File: config.mk
export PLATFORM = sky130hd
export DESIGN_NAME = morse_key_decoder
export DESIGN_NICKNAME = d
export VERILOG_FILES = /design/src/rtl/morse_key_decoder_pkg.sv /design/src/rtl/morse_key_decoder_lut.sv /design/src/rtl/morse_key_decoder.sv
export SDC_FILE = /design/constraint.sdc
export NUM_CORES = 1
export LEC_CHECK = 0
export ABC_AREA = 1
export CAP_MARGIN = 20
export CORE_MARGIN = 8
export CORE_UTILIZATION = 61
export CTS_BUF_LIST = sky130_fd_sc_hd__clkbuf_16
export DETAILED_ROUTE_END_ITERATION = 7
export PLACE_DENSITY = 0.8
export SLEW_MARGIN = 20
export SYNTH_ARGS = -nofsm -noshare
export SYNTH_HDL_FRONTEND = slang
export SYNTH_SLANG_ARGS = --single-unit
File: constraint.sdc
create_clock -name clk -period 1.9 [get_ports clk]
set_input_delay 0.38 -clock clk [delete_from_list [all_inputs] [get_ports clk]]
set_output_delay 0.38 -clock clk [all_outputs]
set_load 0.005 [all_outputs]
File: src/rtl/morse_key_decoder_pkg.sv
`timescale 1ns/1ps
`default_nettype none
// ============================================================================
// Module   : morse_key_decoder_pkg
// Purpose  : Shared FSM encoding, timing multipliers and Morse-to-PS/2 table.
// Revision : 1.0
// ============================================================================
package morse_key_decoder_pkg;

    typedef logic [1:0] morse_state_t;

    localparam morse_state_t c_ST_IDLE = 2'd0;
    localparam morse_state_t c_ST_MARK = 2'd1;
    localparam morse_state_t c_ST_GAP  = 2'd2;
    localparam morse_state_t c_ST_WORD = 2'd3;

    localparam int         c_LETTER_MULT = 2;
    localparam int         c_WORD_MULT   = 5;
    localparam int         c_SAT_MULT    = 6;
    localparam logic [7:0] c_SPACE_CODE  = 8'h29;
    localparam logic [2:0] c_MAX_LEN     = 3'd5;

    typedef struct packed {
        logic       valid;
        logic [7:0] code;
    } lut_entry_t;

    // Symbols enter at the LSB, so the first symbol sent is the highest used
    // bit of pat; dot = 0, dash = 1. Unused upper pat bits are always zero.
    function automatic lut_entry_t morse_lookup(input logic [2:0] len,
                                                input logic [4:0] pat);
        lut_entry_t e;
        e.valid = 1'b1;
        e.code  = 8'h00;
        case ({len, pat})
            {3'd1, 5'b00000}: e.code = 8'h24; // E
            {3'd1, 5'b00001}: e.code = 8'h2C; // T
            {3'd2, 5'b00000}: e.code = 8'h43; // I
            {3'd2, 5'b00001}: e.code = 8'h1C; // A
            {3'd2, 5'b00010}: e.code = 8'h31; // N
            {3'd2, 5'b00011}: e.code = 8'h3A; // M
            {3'd3, 5'b00000}: e.code = 8'h1B; // S
            {3'd3, 5'b00001}: e.code = 8'h3C; // U
            {3'd3, 5'b00010}: e.code = 8'h2D; // R
            {3'd3, 5'b00011}: e.code = 8'h1D; // W
            {3'd3, 5'b00100}: e.code = 8'h23; // D
            {3'd3, 5'b00101}: e.code = 8'h42; // K
            {3'd3, 5'b00110}: e.code = 8'h34; // G
            {3'd3, 5'b00111}: e.code = 8'h44; // O
            {3'd4, 5'b00000}: e.code = 8'h33; // H
            {3'd4, 5'b00001}: e.code = 8'h2A; // V
            {3'd4, 5'b00010}: e.code = 8'h2B; // F
            {3'd4, 5'b00100}: e.code = 8'h4B; // L
            {3'd4, 5'b00110}: e.code = 8'h4D; // P
            {3'd4, 5'b00111}: e.code = 8'h3B; // J
            {3'd4, 5'b01000}: e.code = 8'h32; // B
            {3'd4, 5'b01001}: e.code = 8'h22; // X
            {3'd4, 5'b01010}: e.code = 8'h21; // C
            {3'd4, 5'b01011}: e.code = 8'h35; // Y
            {3'd4, 5'b01100}: e.code = 8'h1A; // Z
            {3'd4, 5'b01101}: e.code = 8'h15; // Q
            {3'd5, 5'b00000}: e.code = 8'h2E; // 5
            {3'd5, 5'b00001}: e.code = 8'h25; // 4
            {3'd5, 5'b00011}: e.code = 8'h26; // 3
            {3'd5, 5'b00111}: e.code = 8'h1E; // 2
            {3'd5, 5'b01111}: e.code = 8'h16; // 1
            {3'd5, 5'b10000}: e.code = 8'h36; // 6
            {3'd5, 5'b11000}: e.code = 8'h3D; // 7
            {3'd5, 5'b11100}: e.code = 8'h3E; // 8
            {3'd5, 5'b11110}: e.code = 8'h46; // 9
            {3'd5, 5'b11111}: e.code = 8'h45; // 0
            default:          e.valid = 1'b0;
        endcase
        return e;
    endfunction

endpackage
`default_nettype wire

File: src/rtl/morse_key_decoder_lut.sv
`timescale 1ns/1ps
`default_nettype none
// ============================================================================
// Module   : morse_lut
// Purpose  : Combinational {len,pat} to PS/2 set-2 make code lookup.
// Revision : 1.0
// ============================================================================
module morse_lut
    import morse_key_decoder_pkg::*;
(
    input  logic [2:0] i_len,
    input  logic [4:0] i_pat,
    output logic [7:0] o_code,
    output logic       o_valid
);

    lut_entry_t w_entry;

    always_comb begin
        w_entry = morse_lookup(i_len, i_pat);
    end

    assign o_code  = w_entry.code;
    assign o_valid = w_entry.valid;

endmodule
`default_nettype wire

File: src/rtl/morse_key_decoder.sv
`timescale 1ns/1ps
`default_nettype none
// ============================================================================
// Module   : morse_key_decoder
// Purpose  : Straight-key Morse decoder emitting PS/2 set-2 make codes.
// Revision : 1.0
// ============================================================================
module morse_key_decoder
    import morse_key_decoder_pkg::*;
#(
    parameter logic [23:0] UNIT_CYCLES = 24'd10_000_000
) (
    input  logic       clk,
    input  logic       rst_n,
    input  logic       morse_in,
    output logic [7:0] scan_code,
    output logic       scan_code_strb,
    output logic       err_strb
);

    localparam int c_UNIT    = int'(UNIT_CYCLES);
    localparam int c_CNT_MAX = c_SAT_MULT * c_UNIT;
    localparam int c_CNT_W   = $clog2(c_CNT_MAX + 1);

    // r_cnt is cleared at the end of an edge cycle, so it lags elapsed time:
    // at a fall it holds (mark length - 1); in the k-th low cycle it holds k-2.
    localparam logic [c_CNT_W-1:0] c_CNT_SAT    = c_CNT_W'(c_CNT_MAX);
    localparam logic [c_CNT_W-1:0] c_DASH_MIN   = c_CNT_W'(c_LETTER_MULT * c_UNIT - 1);
    localparam logic [c_CNT_W-1:0] c_LETTER_HIT = c_CNT_W'(c_LETTER_MULT * c_UNIT - 2);
    localparam logic [c_CNT_W-1:0] c_WORD_HIT   = c_CNT_W'(c_WORD_MULT * c_UNIT - 2);

    logic               r_sync1;
    logic               r_key_s;
    logic               r_key_d;
    logic [c_CNT_W-1:0] r_cnt;
    morse_state_t       r_state;
    morse_state_t       w_state_next;
    logic [2:0]         r_len;
    logic [4:0]         r_pat;
    logic               r_ovf;

    logic               w_rise;
    logic               w_fall;
    logic               w_symbol;
    logic               w_letter_hit;
    logic               w_word_hit;
    logic               w_mark_done;
    logic [7:0]         w_lut_code;
    logic               w_lut_valid;

    assign w_rise       = r_key_s & ~r_key_d;
    assign w_fall       = ~r_key_s & r_key_d;
    assign w_symbol     = (r_cnt >= c_DASH_MIN);
    assign w_mark_done  = (r_state == c_ST_MARK) && w_fall;
    // A rise in the same cycle as a threshold suppresses decode and space.
    assign w_letter_hit = (r_state == c_ST_GAP)  && !w_rise && (r_cnt == c_LETTER_HIT);
    assign w_word_hit   = (r_state == c_ST_WORD) && !w_rise && (r_cnt == c_WORD_HIT);

    morse_lut u_lut (
        .i_len   (r_len),
        .i_pat   (r_pat),
        .o_code  (w_lut_code),
        .o_valid (w_lut_valid)
    );

    always_ff @(posedge clk or negedge rst_n) begin
        if (!rst_n) begin
            r_sync1 <= 1'b0;
            r_key_s <= 1'b0;
            r_key_d <= 1'b0;
        end else begin
            r_sync1 <= morse_in;
            r_key_s <= r_sync1;
            r_key_d <= r_key_s;
        end
    end

    always_ff @(posedge clk or negedge rst_n) begin
        if (!rst_n) begin
            r_cnt <= '0;
        end else if (w_rise || w_fall) begin
            r_cnt <= '0;
        end else if (r_cnt != c_CNT_SAT) begin
            r_cnt <= r_cnt + 1'b1;
        end
    end

    always_comb begin
        w_state_next = r_state;
        case (r_state)
            c_ST_IDLE: if (w_rise) w_state_next = c_ST_MARK;
            c_ST_MARK: if (w_fall) w_state_next = c_ST_GAP;
            c_ST_GAP: begin
                if (w_rise)            w_state_next = c_ST_MARK;
                else if (w_letter_hit) w_state_next = c_ST_WORD;
            end
            c_ST_WORD: begin
                if (w_rise)          w_state_next = c_ST_MARK;
                else if (w_word_hit) w_state_next = c_ST_IDLE;
            end
            default: w_state_next = c_ST_IDLE;
        endcase
    end

    always_ff @(posedge clk or negedge rst_n) begin
        if (!rst_n) begin
            r_state <= c_ST_IDLE;
        end else begin
            r_state <= w_state_next;
        end
    end

    // Symbol group: once overflowed, it stays frozen until the next decode.
    always_ff @(posedge clk or negedge rst_n) begin
        if (!rst_n) begin
            r_len <= 3'd0;
            r_pat <= 5'd0;
            r_ovf <= 1'b0;
        end else if (w_letter_hit) begin
            r_len <= 3'd0;
            r_pat <= 5'd0;
            r_ovf <= 1'b0;
        end else if (w_mark_done && !r_ovf) begin
            if (r_len == c_MAX_LEN) begin
                r_ovf <= 1'b1;
            end else begin
                r_pat <= {r_pat[3:0], w_symbol};
                r_len <= r_len + 3'd1;
            end
        end
    end

    always_ff @(posedge clk or negedge rst_n) begin
        if (!rst_n) begin
            scan_code      <= 8'h00;
            scan_code_strb <= 1'b0;
            err_strb       <= 1'b0;
        end else begin
            scan_code_strb <= 1'b0;
            err_strb       <= 1'b0;
            if (w_letter_hit) begin
                if (!r_ovf && w_lut_valid) begin
                    scan_code      <= w_lut_code;
                    scan_code_strb <= 1'b1;
                end else begin
                    err_strb <= 1'b1;
                end
            end else if (w_word_hit) begin
                scan_code      <= c_SPACE_CODE;
                scan_code_strb <= 1'b1;
            end
        end
    end

endmodule
`default_nettype wire

==> summary.md, run 1 <==
| Metric | Value |
|---|---|
| Post-Syn Area | `3331 sq um` |
| Vias in the first global route | `3154` |
| WL/cell | `14.48 um` |
| Worst path bufs/invs | `0` |
| Initial core utilization | `0.6162` |
| Critical Path Most Common Cell | `nand2_1` |
| Global Route Usage Sum | `0.2062` |
| Avg Cell Area, Syn | `6.953 sq um` |
| Hold slack | `71.19 ps` |
| Net Sw Frac | `0.3464` |
| Largest net degree at the start of global routing | `50` |
| Crit. End Element | `flip-flop` |
| Clock share of power | `0.300` |
| Number of flops mapped to enable cells by yosys | `0` |
| Critical Path Start | `r_pat[1]` |
| Power share of the combinational group | `0.318` |
| Final Util | `0.7171` |
| Ys Warns | `0` |
| Maximum VDD drop | `0.0005900 V` |
| Post-Syn Nets | `489` |
| Initial antenna violation count | `0` |
| Worst-Skew Late Latency | `280 ps` |
| Die H | `89.89 um` |
| DP HPWL | `6.363 mm` |
| Crit Path Class | `reg -> reg` |
| Internal | `0.002080 W` |
| Fin crit period | `1790 ps` |
| Most numerous cell in the Yosys netlist | `nand2_1` |
| Placed cell areas | `3605 sq um` |
| Sequential share of power | `0.382` |
| Ranking of synthesized cells by area | `dfrtp_1 (37%), nand2_1 (13%), nor2_1 (7.6%), inv_1 (6.3%), nand3_1 (4.2%)` |
| Synth Register Bits | `49` |
| GRT overflow | `0` |
| FMAX | `0.5587 GHz` |
| TritonCTS Buffers | `5` |
| Asr flop ratio synth | `1.000` |
| Fin. max-slew vios | `0` |
| Floorplan core area | `5405 sq um` |
| Clk_skew | `6.249 ps` |
| Status | `finished, final reports clean` |
| IO Port Bufs | `11` |
| Final std cells w/o fill | `582` |
| Unique masters post-synth | `41` |
| Final WL | `8.425 mm` |
| Ant diodes | `0` |
| Count of final setup violators | `0` |
| Via density | `5.735` |
| Total chip power | `0.003183 W` |
| Crit path max-delay cell type | `dfrtp_1` |
| Top delay family on crit path | `simple AND/OR/NAND/NOR gates` |
| Clock tree root driver cell | `clkbuf_16` |
| Arrival time of the worst setup path | `1970 ps` |
| Antenna Nets Post-Route | `0` |
| Total iterations of the first detailed-routing run | `5` |
| Die area | `8080 sq um` |
| Hold Buf Count CTS | `0` |
| Crit path largest cell delay | `420 ps` |
| Crit path max fanout | `8` |
| Layout Cell Area excl Fill | `3876 sq um` |
| Filler cell count | `458` |
| Synth Instances | `479` |
| Leak | `1.810 nW` |
| RSZ-0062 raised after global routing | `true` |
| Top cells by count, synth | `nand2_1 (114), nor2_1 (67), inv_1 (56)` |
| # IOs | `13` |
| Via count | `3338` |
| Sequential share of the synthesized area | `0.3681` |
| DRC violation count after routing | `0` |
| Cells after DPL | `569` |
| CTS tree | `done` |
| First-pass GRT wire length | `14.11 mm` |
| Area leader, netlist | `dfrtp_1` |
| # H-tree levels | `2` |
| CTS Buffer Depth | `2` |
| Share of the synthesized area in the top cell type | `0.3681` |
| Fin. Hold Viols | `0` |
| Rows | `27` |
| Switching Power | `0.001102 W` |
| CTS sink count | `49` |
| Post-route clock period utilization | `0.9421` |
| Clock-pin slew on the worst setup and hold paths | `60 ps` |
| Startpoint types | `flip-flop` |
| Initial DRC Count | `194` |
| Required time of the critical path | `2080 ps` |
| Synthesis-to-finish area growth | `16.38%` |
| Final nets | `519` |
| Pwr Density | `821.1 nW/um^2` |
| Die W | `89.89 um` |
| Hold WC Path Type | `in -> async` |
| Number of max-cap violations | `0` |
| Synth Flop Type | `dfrtp_1` |
| Crit Reg-Reg Startpoint | `r_pat[1]` |
| RD Place Congestion | `0.9724` |
| Share of layout cells above drive strength 1 | `0.1529` |
| CP Cell Sequence | `nand2_1, nor2_1, nand2_1, nand2_1, nor2_2, nand2_1, nor2_2, nand2_4, nand3_4, nand2_2, nand2_1, nand2_1` |
worst register-to-register path: stages (launching register included):
cell	delay, ps
dfrtp_1	420
nand2_1	220
nor2_1	140
nand2_1	100
nand2_1	80
nor2_2	140
nand2_1	70
nor2_2	160
nand2_4	80
nand3_4	100
nand2_2	70
nand2_1	60
nand2_1	50
final timing paths:
kind                            depth (start not counted)  slack, ps            to
max in group asynchronous                               2       1570      r_len[2]
min in group clk                                        0        370       r_key_s
worst max register to register                         12        110  scan_code[5]
worst min-delay path                                    2         70      r_pat[4]
worst min register to register                          0        370       r_key_s
worst max-delay path                                   12        110  scan_code[5]
sequential cells by signal, summed over array words and instances, names as in the netlist:
register / cells
r_key_d: 1
r_sync1: 1
scan_code_strb: 1
r_pat: 5
r_cnt: 26
r_ovf: 1
scan_code: 7
err_strb: 1
r_key_s: 1
r_len: 3
r_state: 2
kinds of logic after synthesis:
logic type,share of synthesized area
and+or+nand+nor,0.4027
buffers and inverters,0.07701
AOI/OAI and AO/OA,0.1142
DFF,0.3681
adders and majority gates,0.02629
xor gates and xnor gates,0.01052
other,0.001126
power by group through the flow:
stage	Combinational, W	Sequential [W]	Clock, W
floorplan	0.000708	0.00120	0
global placement	0.000924	0.00122	0
detailed placement	0.000934	0.00123	0
CTS	0.000949	0.00121	0.000977
global route	0.00114	0.00123	0.00103
finish	0.00101	0.00122	0.000954
repair_timing:
item	in CTS	in global routing
pin swaps	0	6
endpoints found under the hold margin	0	0
setup buffers	0	4
gates cloned	0	1
setup endpoints to repair	1	19
gates resized for setup	1	25
area by class of cell:
class	count	area (sq um)	area share
Multi-Input combinational cell	364	1923	0.4961
Sequential cell	49	1230	0.3173
Timing Repair Buffer	27	237.7	0.06133
Inverter	62	232.7	0.06004
Clock buffer	5	125.1	0.03228
Tap cell	72	90.09	0.02324
Clock inverter	3	37.54	0.009684
layer usage:
metal | up-vias | track usage | routed length (um)
met2 | 117 | 0.3681 | 4239
met5 | - | 0 | 0
met4 | 0 | 0.1068 | 324
met3 | 31 | 0.03325 | 377
met1 | 1545 | 0.2305 | 3484
li1 | 1645 | - | -
per-stage QoR:
step	setup TNS [ps]	worst slack (ps)
2_1_floorplan	0	220.7
3_3_place_gp	0	62.99
3_5_place_dp	0	33.06
4_1_cts	0	42.08
5_1_grt	-384.8	-57.37
6_report	0	110.0
placed cells by master, fill, tap and decap left out, types with 2 or more instances in the layout:
cell / synthesis / layout
nand3_1: 28 / 28
o2111ai_1: 3 / 3
inv_1: 56 / 54
nand2_1: 114 / 107
clkinv_1: 2 / 3
o21ai_0: 16 / 15
dfrtp_2: 0 / 3
nor2_4: 6 / 10
clkdlybuf4s50_1: 0 / 10
a21oi_1: 24 / 24
o22ai_1: 6 / 5
dfrtp_1: 49 / 46
o21ai_1: 3 / 4
ha_1: 7 / 7
nand2_4: 2 / 2
clkbuf_16: 0 / 5
nand4_1: 13 / 13
buf_4: 1 / 15
nand3_2: 2 / 2
o21a_1: 2 / 2
o211ai_1: 3 / 3
or2_2: 2 / 2
xor2_1: 4 / 4
nand2_2: 7 / 14
nor2_2: 8 / 9
nor3_1: 19 / 17
inv_2: 4 / 7
nor2_1: 67 / 63
nor4_1: 8 / 8
nor3b_1: 3 / 2
nor3_2: 0 / 2
a31oi_1: 5 / 5
(Power assumes the default switching activity.)
==> run 2, diff against run 1 <==
HOLD_SLACK_MARGIN = 0.12   (was not set)
==> summary.md, run 2 (synthesized netlist as in run 1, its figures left out) <==
| Metric | Value |
|---|---|
| Top delay family on crit path | `simple AND/OR/NAND/NOR gates` |
| Die area | `8080 sq um (unchanged)` |
| FMAX | `0.5580 GHz (-0.12%)` |
| # H-tree levels | `2 (unchanged)` |
| Share of layout cells above drive strength 1 | `0.1526 (-0.0002993)` |
| Required time of the critical path | `2080 ps (about the same)` |
| Status | `finished, final reports clean` |
| IO Port Bufs | `11 (unchanged)` |
| WL/cell | `14.40 um (-0.52%)` |
| RSZ-0062 raised after global routing | `true` |
| Global Route Usage Sum | `0.2062 (unchanged)` |
| CTS tree | `done` |
| Fin. max-slew vios | `0 (unchanged)` |
| Maximum VDD drop | `0.0005894 V (-0.11%)` |
| CP Cell Sequence | `nand2_1, nor2_1, nand2_1, nand2_1, nor2_2, nand2_1, nor2_2, nand2_4, nand3_4, nand2_2, nand2_1, nand2_1` |
| Most common cell after layout, fill and taps aside | `nand2_1` |
| # IOs | `13 (unchanged)` |
| Largest net degree at the start of global routing | `50 (unchanged)` |
| Fin crit period | `1792 ps (+2.202 ps)` |
| Crit path max-delay cell type | `dfrtp_1` |
| TritonCTS Buffers | `5 (unchanged)` |
| CTS sink count | `49 (unchanged)` |
| Layout Cell Area excl Fill | `3886 sq um (+0.26%)` |
| Worst-Skew Late Latency | `280 ps (about the same)` |
| Final nets | `520 (+0.19%)` |
| Total iterations of the first detailed-routing run | `5 (unchanged)` |
| Final WL | `8.396 mm (-0.34%)` |
| Via count | `3333 (-0.15%)` |
| Count of final setup violators | `0 (unchanged)` |
| Number of max-cap violations | `0 (unchanged)` |
| Worst path bufs/invs | `0 (unchanged)` |
| Hold slack | `370.3 ps (+299.1 ps)` |
| Arrival time of the worst setup path | `1970 ps (about the same)` |
| Startpoint types | `flip-flop` |
| Crit Path Class | `reg -> reg` |
| Leak | `1.815 nW (+0.23%)` |
| Initial core utilization | `0.6162 (unchanged)` |
| Hold WC Path Type | `reg -> reg` |
| Die W | `89.89 um (unchanged)` |
| Die H | `89.89 um (unchanged)` |
| Most flops, register | `r_cnt` |
| Pwr Density | `819.1 nW/um^2 (-0.25%)` |
| Critical Path Most Common Cell | `nand2_1` |
| Rows | `27 (unchanged)` |
| Top Registers | `r_cnt: 26 flops, scan_code: 7 flops, r_pat: 5 flops` |
| Filler cell count | `457 (-0.22%)` |
| Leading cell types in the layout, fill and taps excluded | `nand2_1 (107), nor2_1 (63), inv_1 (54), dfrtp_1 (46), nand3_1 (28)` |
| Sequential cell area | `1230 sq um (unchanged)` |
| Fin. Hold Viols | `0 (unchanged)` |
| Clock-pin slew on the worst setup and hold paths | `60 ps (about the same)` |
| Via density | `5.717 (-0.32%)` |
| Vias in the first global route | `3154 (unchanged)` |
| DP HPWL | `6.363 mm (unchanged)` |
| Crit path largest cell delay | `420 ps (about the same)` |
| DRC violation count after routing | `0 (unchanged)` |
| Crit. End Element | `flip-flop` |
| Synthesis-to-finish area growth | `16.68%` |
| Placed cell areas | `3605 sq um (unchanged)` |
| Crit path max fanout | `8 (unchanged)` |
| Max reg flops | `26 (unchanged)` |
| Post-route clock period utilization | `0.9433 (+0.001159)` |
| Clk_skew | `7.290 ps (+1.040 ps)` |
| Antenna Nets Post-Route | `0 (unchanged)` |
| Initial antenna violation count | `0 (unchanged)` |
| Clock tree root driver cell | `clkbuf_16` |
| Initial DRC Count | `185 (-4.6%)` |
| RD Place Congestion | `0.9724 (unchanged)` |
| Footprint of the multi-input gates | `1923 sq um (unchanged)` |
| GRT overflow | `0 (unchanged)` |
| Floorplan core area | `5405 sq um (unchanged)` |
| Ant diodes | `0 (unchanged)` |
| First-pass GRT wire length | `14.11 mm (unchanged)` |
| CTS Buffer Depth | `2 (unchanged)` |
==> run 2: changes by cell type in the layout (fill, tap and decap cells not counted), sizes merged <==
cell and change:
dlygate4sd3 +1
==> run 2: worst register-to-register path, delay by kind of cell, from the launching register on <==
kind	cells	cell delay [ps]
flip-flops	1	420
AND/OR/NAND/NOR	12	1270
==> run 2: metal layers <==
layer | wire [um] | global-route usage | part of all wire
met3 | 394 | 0.03325 | 0.047
met5 | 0 | 0 | 0
met4 | 312 | 0.1068 | 0.037
met2 | 4234 | 0.3681 | 0.50
met1 | 3454 | 0.2305 | 0.41
==> run 2: final cells by class <==
type,count,share of cell area
clock inverters,3,0.009659
multi-input cells,364,0.4948
repair buffers,28,0.06375
well taps,72,0.02318
flip-flops and latches,49,0.3165
clock buffers,5,0.03220
inverters,62,0.05988
==> run 2: through the flow <==
stage | util | setup slack (ps) | cells | setup TNS (ps) | power, W
finish | 0.7190 | 107.8 | 583 | 0 | 0.003183
global route | 0.7190 | -57.37 | 583 | -384.8 | 0.003389
CTS | 0.6993 | 42.08 | 578 | 0 | 0.003133
detailed placement | 0.6669 | 33.06 | 569 | 0 | 0.002159
global placement | 0.6669 | 62.99 | 569 | 0 | 0.002145
floorplan | - | 220.7 | 479 | 0 | 0.001912
==> run 2: worst paths after layout <==
| check | start | to | slack [ps] | cells past startpoint |
|---|---|---|---|---|
| max reg2reg | r_pat[1] | scan_code[5] | 110 | 12 |
| max | r_pat[1] | scan_code[5] | 110 | 12 |
| min reg2reg | r_sync1 | r_key_s | 370 | 0 |
| max in group asynchronous | rst_n | r_len[2] | 1050 | 3 |
| min | r_sync1 | r_key_s | 370 | 0 |
| min in group asynchronous | rst_n | r_cnt[20] | 620 | 3 |
==> run 2: timing repair <==
action	CTS	global route
hold buffers	1	0
buffers inserted	0	4
hold endpoints to repair	49	0
resized for setup	1	25
setup endpoints to repair	1	19
pin swaps	0	6
gates cloned	0	1
==> run 2: power by group <==
| group | switching, W | internal, W | total, W |
|---|---|---|---|
| Clock | 0.000342 | 0.000611 | 0.000953 |
| Sequential | 0.0000918 | 0.00112 | 0.00122 |
| Combinational | 0.000668 | 0.000348 | 0.00102 |
| Total | 0.00110 | 0.00208 | 0.00318 |
